--- config.mk ---
export PLATFORM = sky130hd
export DESIGN_NAME = hazard_scoreboard
export DESIGN_NICKNAME = d
export VERILOG_FILES = /design/src/rtl/hazard_pkg.sv /design/src/rtl/hz_scoreboard.sv /design/src/rtl/hazard_scoreboard.sv
export SDC_FILE = /design/constraint.sdc
export NUM_CORES = 1
export LEC_CHECK = 0
export CORE_AREA = 4 4 91 93
export CTS_CLUSTER_DIAMETER = 30
export CTS_CLUSTER_SIZE = 40
export DETAILED_ROUTE_END_ITERATION = 8
export DIE_AREA = 0 0 95 97
export HOLD_SLACK_MARGIN = 0.08
export PLACE_DENSITY_LB_ADDON = 0.12
export SLEW_MARGIN = 0
export SYNTH_ARGS = -nofsm -noshare
export SYNTH_HDL_FRONTEND = slang
export SYNTH_HIERARCHICAL = 1
export SYNTH_SLANG_ARGS = --single-unit
--- constraint.sdc ---
create_clock -name clk -period 6.24 [get_ports clk]
set_input_delay 1.248 -clock clk [delete_from_list [all_inputs] [get_ports clk]]
set_output_delay 1.248 -clock clk [all_outputs]
set_load 0.02 [all_outputs]
--- src/rtl/hazard_pkg.sv ---
// Shared encodings for the ARM/RISC-V hazard unit.
// Forwarding mux selects and fixed register numbers.
package hazard_pkg;

  typedef enum logic [1:0] {
    FWD_RF = 2'b00,
    FWD_W  = 2'b01,
    FWD_M  = 2'b10
  } fwd_e;

  localparam int ARM_PC_REG  = 15;
  localparam int RV_ZERO_REG = 0;

endpackage

--- src/rtl/hz_scoreboard.sv ---
// Pending-destination tracker for the multi-cycle unit.
// A set in the same cycle as a clear of one register wins.
module hz_scoreboard #(
  parameter int NREGS = 32,
  parameter int AW    = $clog2(NREGS)
) (
  input  logic             clk,
  input  logic             reset,
  input  logic             set_en,
  input  logic             set_pend,
  input  logic [AW-1:0]    set_rd,
  input  logic             clr_en,
  input  logic [AW-1:0]    clr_rd,
  output logic [NREGS-1:0] pending,
  output logic             busy
);

  // Clear first, then set, so a same-cycle set overrides the clear.
  always_ff @(posedge clk) begin
    if (reset) begin
      pending <= '0;
      busy    <= 1'b0;
    end else begin
      if (clr_en) begin
        pending[clr_rd] <= 1'b0;
        busy            <= 1'b0;
      end
      if (set_en) begin
        if (set_pend)
          pending[set_rd] <= 1'b1;
        busy <= 1'b1;
      end
    end
  end

endmodule

--- src/rtl/hazard_scoreboard.sv ---
// Hazard unit: forwarding, load-use and multi-cycle stalls,
// control flushes and a saturating stall counter.
module hazard_scoreboard
  import hazard_pkg::*;
#(
  parameter  int NREGS = 32,
  parameter  int NRD   = 3,
  parameter  int CW    = 16,
  localparam int AW    = $clog2(NREGS)
) (
  input  logic                    clk,
  input  logic                    reset,
  input  logic                    arm,
  input  logic [NRD-1:0][AW-1:0]  RsD,
  input  logic [NRD-1:0]          RsUseD,
  input  logic [NRD-1:0][AW-1:0]  RsE,
  input  logic [NRD-1:0]          RsUseE,
  input  logic [AW-1:0]           RdE,
  input  logic [AW-1:0]           RdM,
  input  logic [AW-1:0]           RdW,
  input  logic                    RegWriteE,
  input  logic                    RegWriteM,
  input  logic                    RegWriteW,
  input  logic                    LoadE,
  input  logic                    McStartE,
  input  logic                    McDone,
  input  logic [AW-1:0]           McRd,
  input  logic                    RVPCSrcE,
  input  logic                    PCSrcD,
  input  logic                    PCSrcE,
  input  logic                    PCSrcM,
  input  logic                    PCSrcW,
  input  logic                    BranchTakenE,
  output logic [NRD-1:0][1:0]     ForwardE,
  output logic                    StallF,
  output logic                    StallD,
  output logic                    FlushD,
  output logic                    FlushE,
  output logic                    McBusy,
  output logic [CW-1:0]           StallCycles
);

  localparam logic [AW-1:0] PC_REG = AW'(ARM_PC_REG);
  localparam logic [AW-1:0] X0_REG = AW'(RV_ZERO_REG);

  logic [NREGS-1:0] pending;
  logic             ld_hit;
  logic             pend_hit;
  logic             ld_stall;
  logic             sc_stall;
  logic             stall_d;
  logic             set_en;
  logic             set_pend;

  // PC in ARM and x0 in RISC-V are never real dependencies.
  function automatic logic src_ok(
    input logic          a,
    input logic [AW-1:0] r
  );
    return a ? (r != PC_REG) : (r != X0_REG);
  endfunction

  // Per-port E-stage forwarding; M beats W.
  always_comb begin
    ForwardE = '0;
    for (int p = 0; p < NRD; p++) begin
      logic ok;
      ok = RsUseE[p] & src_ok(arm, RsE[p]) & ~reset;
      priority case (1'b1)
        ok & RegWriteM & (RsE[p] == RdM): ForwardE[p] = FWD_M;
        ok & RegWriteW & (RsE[p] == RdW): ForwardE[p] = FWD_W;
        default:                          ForwardE[p] = FWD_RF;
      endcase
    end
  end

  // Decode-side dependency on the E load and on pending results.
  always_comb begin
    ld_hit   = 1'b0;
    pend_hit = 1'b0;
    for (int p = 0; p < NRD; p++) begin
      if (RsUseD[p] && src_ok(arm, RsD[p])) begin
        if (RsD[p] == RdE)
          ld_hit = 1'b1;
        if (pending[RsD[p]])
          pend_hit = 1'b1;
      end
    end
  end

  assign ld_stall = LoadE & RegWriteE & ld_hit;
  assign sc_stall = pend_hit | (McStartE & McBusy & ~McDone);
  assign stall_d  = ~reset & (ld_stall | sc_stall);

  assign StallD = stall_d;
  assign StallF = ~reset &
    (stall_d | (arm & (PCSrcD | PCSrcE | PCSrcM)));
  assign FlushE = reset | ld_stall | sc_stall |
    (arm & BranchTakenE) | (~arm & RVPCSrcE);
  assign FlushD = reset | (arm
    ? (PCSrcD | PCSrcE | PCSrcM | PCSrcW | BranchTakenE)
    : RVPCSrcE);

  assign set_en   = McStartE & ~stall_d;
  assign set_pend = arm | (RdE != X0_REG);

  hz_scoreboard #(
    .NREGS (NREGS),
    .AW    (AW)
  ) u_sb (
    .clk      (clk),
    .reset    (reset),
    .set_en   (set_en),
    .set_pend (set_pend),
    .set_rd   (RdE),
    .clr_en   (McDone),
    .clr_rd   (McRd),
    .pending  (pending),
    .busy     (McBusy)
  );

  // Stall cycle count, sticks at all-ones.
  always_ff @(posedge clk) begin
    if (reset)
      StallCycles <= '0;
    else if (stall_d && (StallCycles != '1))
      StallCycles <= StallCycles + 1'b1;
  end

endmodule

=== Word level (Yosys, flattened, before mapping) ===
Index checks and enable logic that the tools add are counted.

* Register bits: 49
* Bits of input ports: 71
* Output and inout bits: 27
* Word-level logic and storage cells: 130

* $add $sub $neg: 1
* Order comparisons: 7
* Equal/unequal tests: 16
* Multiplexer cells: 41
* Bitwise logic cells: 48
* Reductions and logical operators: 14

{| class="wikitable"
|+ Operators with widths
! cell !! number
|-
| 32-bit two-way mux || 4
|-
| 5-bit equality test || 9
|-
| 5-bit nonzero test || 7
|-
| 32-bit bitwise AND || 1
|-
| 32-bit inverter || 1
|-
| 32-bit bitwise OR || 1
|-
| 5-bit by 6-bit < comparator with 1-bit output (second input constant) || 5
|-
| 5-bit by 4-bit != test with 1-bit output (second input constant) || 6
|-
| 1-bit two-way mux || 29
|-
| 1-bit bitwise AND || 28
|-
| 16-bit by 1-bit adder with 16-bit output (second input constant) || 1
|-
| 16-bit != test (second input constant) || 1
|-
| 1-bit binary-select mux with 5-bit select || 3
|-
| 1-bit bitwise OR || 13
|-
| 1-bit demux with 5-bit select || 2
|-
| 5-bit by 1-bit greater-or-equal comparator with 1-bit output (second input constant) || 2
|-
| 1-bit logical AND || 6
|-
| 2-bit two-way mux || 3
|-
| 1-bit inverter || 4
|-
| 2-bit nonzero test || 1
|}

=== Longest topological paths before layout ===
Gate-level depths: netlist of the first run.

* Depth after elaboration: 14
* Gate-level depth with buffers: 14
* Gate-level depth less buffers: 11

=== Hierarchy ===
Netlist of the first run, hierarchy kept.

{| class="wikitable"
|+ Modules (own cells, without submodules)
! module !! times used !! cells each !! area each (µm²) !! sequential area each (µm²)
|-
| hazard_scoreboard || 1 || 303 || 2526.2 || 320.3
|-
| hz_scoreboard || 1 || 164 || 1420.1 || 660.6
|}

=== Least setup slack after synthesis of the first run ===
No wires, ideal clock.

* Path kind: input to output
* Start: input port arm
* End: output port StallF
* Data arrival time: 3.029 ns
* Required time: 4.992 ns
* Setup slack: 1.963 ns
* Stages: 8
* Path buffers: 2
* Path through: clkbuf_2 or4_1 o311ai_2 nor4_1 o311ai_2 and3_1 buf_2 a21oi_1

* Longest elaborated chain between the ends: 12
* Elaborated cells between the ends (all ways): 23
* Those cells by class: mux: 13; bitwise: 7; reduce/logical: 3

{| class="wikitable"
|+ RTL lines
! element !! line !! text
|-
| start: declaration || hazard_scoreboard.sv:13 || <nowiki>input logic arm,</nowiki>
|-
| 1-bit two-way mux || hazard_scoreboard.sv:60 || <nowiki>return a ? (r != PC_REG) : (r != X0_REG);</nowiki>
|-
| 1-bit logical AND || hazard_scoreboard.sv:82 || <nowiki>if (RsUseD[p] && src_ok(arm, RsD[p])) begin</nowiki>
|-
| 1-bit two-way mux || hazard_scoreboard.sv:82 ||
|-
| 1-bit two-way mux, on equally long branches || hazard_scoreboard.sv:83, hazard_scoreboard.sv:85 ||
|-
| 1-bit two-way mux || hazard_scoreboard.sv:82 ||
|-
| 1-bit two-way mux, on equally long branches || hazard_scoreboard.sv:83, hazard_scoreboard.sv:85 ||
|-
| 1-bit two-way mux || hazard_scoreboard.sv:82 ||
|-
| 1-bit bitwise AND / 1-bit bitwise OR (equally long branches) || hazard_scoreboard.sv:91, hazard_scoreboard.sv:92 ||
|-
| 1-bit bitwise OR || hazard_scoreboard.sv:93 || <nowiki>assign stall_d = ~reset & (ld_stall | sc_stall);</nowiki>
|-
| 1-bit bitwise AND || hazard_scoreboard.sv:93 ||
|-
| 1-bit bitwise OR (*) || hazard_scoreboard.sv:97 || <nowiki>(stall_d | (arm & (PCSrcD | PCSrcE | PCSrcM)));</nowiki>
|-
| 1-bit bitwise AND (*) || hazard_scoreboard.sv:96 || <nowiki>assign StallF = ~reset &</nowiki>
|-
| end: declaration || hazard_scoreboard.sv:35 || <nowiki>output logic StallF,</nowiki>
|}

Mark *: on every way between the ends. The rest lies on a longest branch, timed or not.

=== Worst setup path in the final report of the first run ===
* Start: input port RsD[0] (netlist name)
* End: output port StallD

* Longest elaborated chain between the ends: 11
* Elaborated cells between the ends (all ways): 23
* Those cells by class: eq/ne: 2; mux: 15; bitwise: 4; reduce/logical: 2

{| class="wikitable"
|+ RTL lines
! element !! line !! text
|-
| start: declaration || hazard_scoreboard.sv:14 || <nowiki>input logic [NRD-1:0][AW-1:0] RsD,</nowiki>
|-
| 1-bit binary-select mux with 5-bit select (tied with other cells) || hazard_scoreboard.sv:85 || <nowiki>if (pending[RsD[p]])</nowiki>
|-
| 1-bit two-way mux, on equally long branches || hazard_scoreboard.sv:85, hazard_scoreboard.sv:60 ||
|-
| 1-bit two-way mux / 1-bit logical AND (equally long branches) || hazard_scoreboard.sv:85, hazard_scoreboard.sv:82 ||
|-
| 1-bit two-way mux || hazard_scoreboard.sv:82 ||
|-
| 1-bit two-way mux, on equally long branches || hazard_scoreboard.sv:85, hazard_scoreboard.sv:83 ||
|-
| 1-bit two-way mux || hazard_scoreboard.sv:82 ||
|-
| 1-bit two-way mux, on equally long branches || hazard_scoreboard.sv:85, hazard_scoreboard.sv:83 ||
|-
| 1-bit two-way mux || hazard_scoreboard.sv:82 ||
|-
| 1-bit bitwise OR / 1-bit bitwise AND (equally long branches) || hazard_scoreboard.sv:92, hazard_scoreboard.sv:91 ||
|-
| 1-bit bitwise OR (*) || hazard_scoreboard.sv:93 ||
|-
| 1-bit bitwise AND (*) || hazard_scoreboard.sv:93 ||
|-
| end: declaration || hazard_scoreboard.sv:36 || <nowiki>output logic StallD,</nowiki>
|}

Mark *: on every way between the ends. The rest lies on a longest branch, timed or not. The select of a mux whose other input is x is not followed.

==> results of run 1 <==
-- area by class of cell --
| type | instances | area (µm²) |
|---|---|---|
| multi-input combinational | 392 | 2820 |
| tap | 102 | 128 |
| sequential | 49 | 981 |
| clock buffer | 6 | 82.6 |
| fill | 623 | 2440 |
| timing repair buffer | 105 | 1030 |
| inverter | 3 | 11.3 |
| clock inverter | 2 | 41.3 |
-- worst max path at each step --
stage,start,end,slack (ns),depth (start not counted)
3_5_place_dp,RsD[0],StallD,0.55,9
3_3_place_gp,RsD[0],StallD,0.70,9
5_1_grt,RsD[0],StallD,0.33,9
6_report,RsD[0],StallD,0.47,9
4_1_cts,RsD[0],StallD,0.48,9
2_1_floorplan,arm,StallF,1.96,8
-- worst min-delay path, cell delays in order (launching register included) --
cell and delay [ns]:
dfxtp_1 0.34, nand2_1 0.06, a21oi_1 0.05
-- placed cells by master, fill, tap and decap left out, types with 16 or more instances in the layout --
master,Yosys,routed
a21oi_1,16,16
clkdlybuf4s50_1,0,96
dfxtp_1,49,49
mux2i_1,16,16
nand2_1,18,18
nand3_1,25,25
nor2_1,25,25
nor2b_1,45,45
o21ai_0,28,28
o21ai_1,53,53
xnor2_1,16,16
xor2_1,30,30
-- cells by family after synthesis --
| family | count (synthesis) | share of synthesized area [%] |
|---|---|---|
| xor+xnor | 46 | 10.2 |
| flops | 49 | 24.9 |
| simple gates | 187 | 27.6 |
| fa+ha+maj | 1 | 0.317 |
| compound gates | 122 | 17.8 |
| mux | 36 | 15.5 |
| buf+inv | 26 | 3.74 |
-- power breakdown --
part	internal [µW]	total (µW)	switching, µW
combinational	94.1	198	103
clock	133	253	120
sequential	318	323	5.96
-- registers in the layout, summed over array words and instances (netlist names) --
| register | count |
|---|---|
| u_sb/pending | 32 |
| StallCycles | 16 |
| u_sb/busy | 1 |
-- layer usage --
metal / global-route usage (%) / vias to the layer above
li1: - / 1929
met1: 36.8 / 1993
met2: 45.4 / 193
met3: 4.51 / 43
met4: 12.5 / 0
met5: 0 / -
-- per-stage QoR --
step / worst slack, ns / total power [µW]
after floorplan: 1.96 / 430
after global placement: 0.697 / 520
after detailed placement: 0.546 / 525
after CTS: 0.482 / 775
after global routing: 0.329 / 804
final: 0.470 / 774
==> impl_metrics.json, run 1 <==
{
  "fin_crit_ns": 5.77,
  "wl_met1_mm": 5.49,
  "setup_viol": 0,
  "wl_mm": 13.1,
  "ys_types": 50,
  "crit_required_ns": 4.99,
  "r2r_slack_ns": 2.93,
  "ir_drop_uv": 114,
  "cts.path.max_buffers": 2,
  "post_drt_wl_per_cell_um": 19.8,
  "min_from": "StallCycles[13]",
  "postCtsHoldBufs": 0,
  "synth_top_area_share_pct": 24.9,
  "core_area_um2": 7530,
  "synth_enable_flop_cells": 0,
  "die_area_um2": 9220,
  "synth_most_common_cell": "o21ai_1",
  "avgViaCountPerCell": 6.31,
  "drv_cap": 0,
  "rsz0062_at_grt": "no",
  "p_per_area_nw_per_um2": 152,
  "p_leak_uw": 0.00173,
  "hpwl_mm": 9.66,
  "grt.overflow.total": 0,
  "crit_chain": "clkdlybuf4s50_1 > buf_4 > or4_1 > o311ai_2 > nor3_1 > nor4_2 > and3_1 > nor2_1 > clkdlybuf4s50_1",
  "clk_pin_slew_ns": 0.09,
  "die_h_um": 97,
  "crit_buf_inv": 3,
  "drc_errors": 0,
  "dieWidth_um": 95,
  "rows": 32,
  "outcome": "complete, no violations",
  "worst_pin_slew_ns": 0.742,
  "syn_avg_cell_area_um2": 8.45,
  "timing.rr.end": "u_sb/pending[3]",
  "synth.area.top_cells": "dfxtp_1, nor2b_1, mux4_2",
  "cts_resized": 0,
  "antenna_left": 0,
  "async_reset_ff_share_pct": 0,
  "crit_path_start_kind": "input port",
  "clock_latency_ns": 0.31,
  "routed-wl-met3_um": 952,
  "post-cts-setup-buffers": 0,
  "r2r_cells": 10,
  "area_growth_pct": 28.9,
  "slowest_delay_ns": 0.57,
  "antenna_found_initial": 0,
  "ys_top_cells_by_count": "o21ai_1, dfxtp_1, nor2b_1, xor2_1, o21ai_0",
  "postPlaceCellArea_um2": 4960,
  "yosysSeqAreaShare_pct": 24.9,
  "fin_worst_skew_ns": 0.0140,
  "path_max_fanout": 7,
  "place_inst": 651,
  "instances_no_fill": 659,
  "stdcell_area_um2": 5090,
  "initial_utilization_pct": 52.4,
  "ys.flop_type": "dfxtp_1",
  "crit_arrival_ns": 4.52,
  "fin_nets": 628,
  "worstReg2RegStart": "u_sb/pending[1]",
  "cts_sinks": 49,
  "first_global_vias": 4002,
  "pin_count": 98,
  "synth_seq_cells": 49,
  "wl_met2_mm": 6.13,
  "grtUsageTotal_pct": 28.2,
  "ys_warn_count": 6,
  "post-route-period-util_pct": 92.5,
  "synth_top_area_cell": "dfxtp_1",
  "syn_inst": 467,
  "first_iter_violations": 264,
  "gp_routability_congestion": 0.897,
  "antenna_cells": 0,
  "drive_above_1_share_pct": 7.54,
  "portBuffers": 97,
  "maxSlewHeadroom_pct": 50.4,
  "holdPathStages": 2,
  "tns_ns": 0,
  "drt-pass1-iter-count": 4,
  "worstSetupEndpointType": "output pin",
  "finalHoldWorstSlack_ns": 0.498,
  "hold_path_end": "StallCycles[13]",
  "cp_top_family": "simple AND/OR/NAND/NOR gates",
  "drv_slew": 0,
  "htreeDepth": 2,
  "slowest_stage": "clkdlybuf4s50_1",
  "top_layer_used": "met4",
  "synth_area_um2": 3950,
  "cts_tree": "built",
  "hold_violations": 0,
  "num_vias": 4158,
  "crit_type": "in2out",
  "cp_common_cell": "clkdlybuf4s50_1",
  "fmax_ghz": 0.173,
  "grt_pass1_wl_mm": 20.6,
  "synth_nets": 539,
  "cts_buffers": 5,
  "post-route-util_pct": 67.6,
  "root_buffer": "clkbuf_8",
  "hold_path.class": "reg2reg",
  "grt_max_degree": 31
}
Note: power is estimated with default switching activity, not from simulation.
==> inputs of run 2 (changes only) <==
--- a/config.mk
+++ b/config.mk
@@ -6,7 +6,7 @@
 export NUM_CORES = 1
 export LEC_CHECK = 0
 export CORE_AREA = 4 4 91 93
-export CTS_CLUSTER_DIAMETER = 30
+export CTS_CLUSTER_DIAMETER = 50
 export CTS_CLUSTER_SIZE = 40
 export DETAILED_ROUTE_END_ITERATION = 8
 export DIE_AREA = 0 0 95 97
==> results of run 2 <==
No change in the layout: final DEF, timing and power equal those of run 1.
==> inputs of run 3 (changes only) <==
--- a/config.mk
+++ b/config.mk
@@ -11,7 +11,7 @@
 export DETAILED_ROUTE_END_ITERATION = 8
 export DIE_AREA = 0 0 95 97
 export HOLD_SLACK_MARGIN = 0.08
-export PLACE_DENSITY_LB_ADDON = 0.12
+export PLACE_DENSITY = 0.85
 export SLEW_MARGIN = 0
 export SYNTH_ARGS = -nofsm -noshare
 export SYNTH_HDL_FRONTEND = slang
==> run 3 against run 2 <==
  * First-iteration DRC count rose by 55%
  * Sequential power barely moved
  * Wire length fell by 3.3%
  * Critical path depth rose by 1
  * Critical path type unchanged
  * Critical endpoint is now StallF
  * Highest routed layer unchanged
==> impl_metrics.json, run 3 (same netlist as run 1, synthesis figures left out) <==
{
  "drv_cap": 0,
  "post-route-period-util_pct": 91.4,
  "fin_crit_ns": 5.70,
  "p_switching_uw": 231,
  "root_buffer": "clkbuf_8",
  "clock_latency_ns": 0.32,
  "cts_resized": 0,
  "worst_pin_slew_ns": 1.09,
  "dieWidth_um": 95,
  "avgViaCountPerCell": 6.31,
  "grt_pass1_wl_mm": 20.0,
  "post_drt_wl_per_cell_um": 19.2,
  "cts_sinks": 49,
  "reg.largest.list": "u_sb/pending x32, StallCycles x16, u_sb/busy x1",
  "clk_pin_slew_ns": 0.11,
  "largest-register": "u_sb/pending",
  "worstReg2RegStart": "u_sb/pending[3]",
  "cp-startpoint": "RsD[0]",
  "crit_type": "in2out",
  "timing.rr.end": "u_sb/pending[25]",
  "die_h_um": 97,
  "first_iter_violations": 408,
  "pin_count": 98,
  "p_seq_share_pct": 44.5,
  "core_area_um2": 7530,
  "drive_above_1_share_pct": 7.37,
  "initial_utilization_pct": 52.4,
  "path_max_fanout": 6,
  "fmax_ghz": 0.175,
  "fin_nets": 627,
  "hpwl_mm": 9.47,
  "antenna_left": 0,
  "grt_max_degree": 60,
  "crit_required_ns": 4.99,
  "portBuffers": 97,
  "drv_slew": 0,
  "largest_register_ffs": 32,
  "worstSetupEndpointType": "output pin",
  "first_global_vias": 3961,
  "multi_input_area_um2": 2820,
  "outcome": "complete, no violations",
  "wl_mm": 12.6,
  "endpoint": "StallF",
  "p_clk_share_pct": 28.7,
  "cts_tree": "built",
  "r2r_slack_ns": 3.01,
  "r2r_cells": 11,
  "maxSlewHeadroom_pct": 27.3,
  "crit_arrival_ns": 4.45,
  "hold_violations": 0,
  "grt.overflow.total": 0,
  "htreeDepth": 2,
  "seq_area_um2": 981,
  "p_per_area_nw_per_um2": 144,
  "final_common_cell": "clkdlybuf4s50_1",
  "sw_frac_of_total_pct": 31.8,
  "fin_worst_skew_ns": 0.0134,
  "drc_errors": 0,
  "cts.path.max_buffers": 2,
  "rsz0062_at_grt": "no",
  "p_int_uw": 495,
  "antenna_found_initial": 0,
  "mostFrequentLayoutCells": "clkdlybuf4s50_1, o21ai_1, dfxtp_1, nor2b_1, xor2_1",
  "p_total_uw": 726,
  "gp_routability_congestion": 1.06,
  "ir_drop_uv": 111,
  "tns_ns": 0,
  "grtUsageTotal_pct": 27.0,
  "crit_path_start_kind": "input port",
  "die_area_um2": 9220,
  "drt-pass1-iter-count": 5,
  "area_growth_pct": 28.1,
  "rows": 32,
  "post-route-util_pct": 67.1,
  "combPwrFrac_pct": 26.8,
  "antenna_cells": 0,
  "postCtsHoldBufs": 0,
  "p_leak_uw": 0.00171,
  "holdPathStages": 2,
  "post-cts-setup-buffers": 0,
  "hold_path.class": "reg2reg",
  "num_vias": 4153,
  "setup_viol": 0,
  "cts_buffers": 5,
  "fill_cells": 617
}
run 3: cell types whose count changed in the layout (fill, tap and decap cells not counted), sizes merged:
cell / change
buf: -1
bufinv: -1
clkbuf: -1
clkinv: +1
inv: +1
run 3: metrics by stage:
step	instances	cell area, µm²	hold WS [ns]	setup slack (ns)
detailed placement	650	4960	0.492	0.520
global route	658	5050	0.540	0.335
finish	658	5050	0.513	0.539
global placement	650	4960	0.475	0.593
floorplan	467	3950	0.547	1.96
CTS	658	5050	0.508	0.516
run 3: final cells by class:
type,count,share of cell area [%]
well taps,102,2.53
repair buffers,104,20.2
flip-flops and latches,49,19.4
clock buffers,5,1.36
clock inverters,3,0.569
inverters,3,0.223
multi-input cells,392,55.8
run 3: metal layers:
metal  global-route usage (%)  up-vias  wire length, µm
met2                     44.0      270             5840
met1                     35.2     1929             5080
met3                     5.99       33             1430
li1                         -     1921                -
met4                     8.21        0              291
met5                        0        -                0
run 3: critical path, cell delays in order:
cell             delay [ns]
clkdlybuf4s50_1        0.64
buf_4                  0.24
mux4_2                 0.50
a22oi_1                0.16
and3_1                 0.16
nor3_1                 0.05
nor4_2                 0.38
and3_1                 0.38
a21oi_1                0.10
clkdlybuf4s50_1        0.59
run 3: power by group through the flow:
stage	combinational, µW	clock, µW	sequential (µW)
after global placement	187	0	330
final	195	208	323
after CTS	193	212	323
after global routing	209	226	324
after detailed placement	192	0	330
after floorplan	98.9	0	331
run 3: worst min-delay path by stage:
stage                            to  slack, ns             from
CTS                 StallCycles[14]       0.51  StallCycles[14]
detailed placement  StallCycles[14]       0.49  StallCycles[14]
floorplan           StallCycles[13]       0.55  StallCycles[13]
global route         StallCycles[9]       0.54   StallCycles[9]
global placement    StallCycles[13]       0.48  StallCycles[13]
finish              StallCycles[14]       0.51  StallCycles[14]
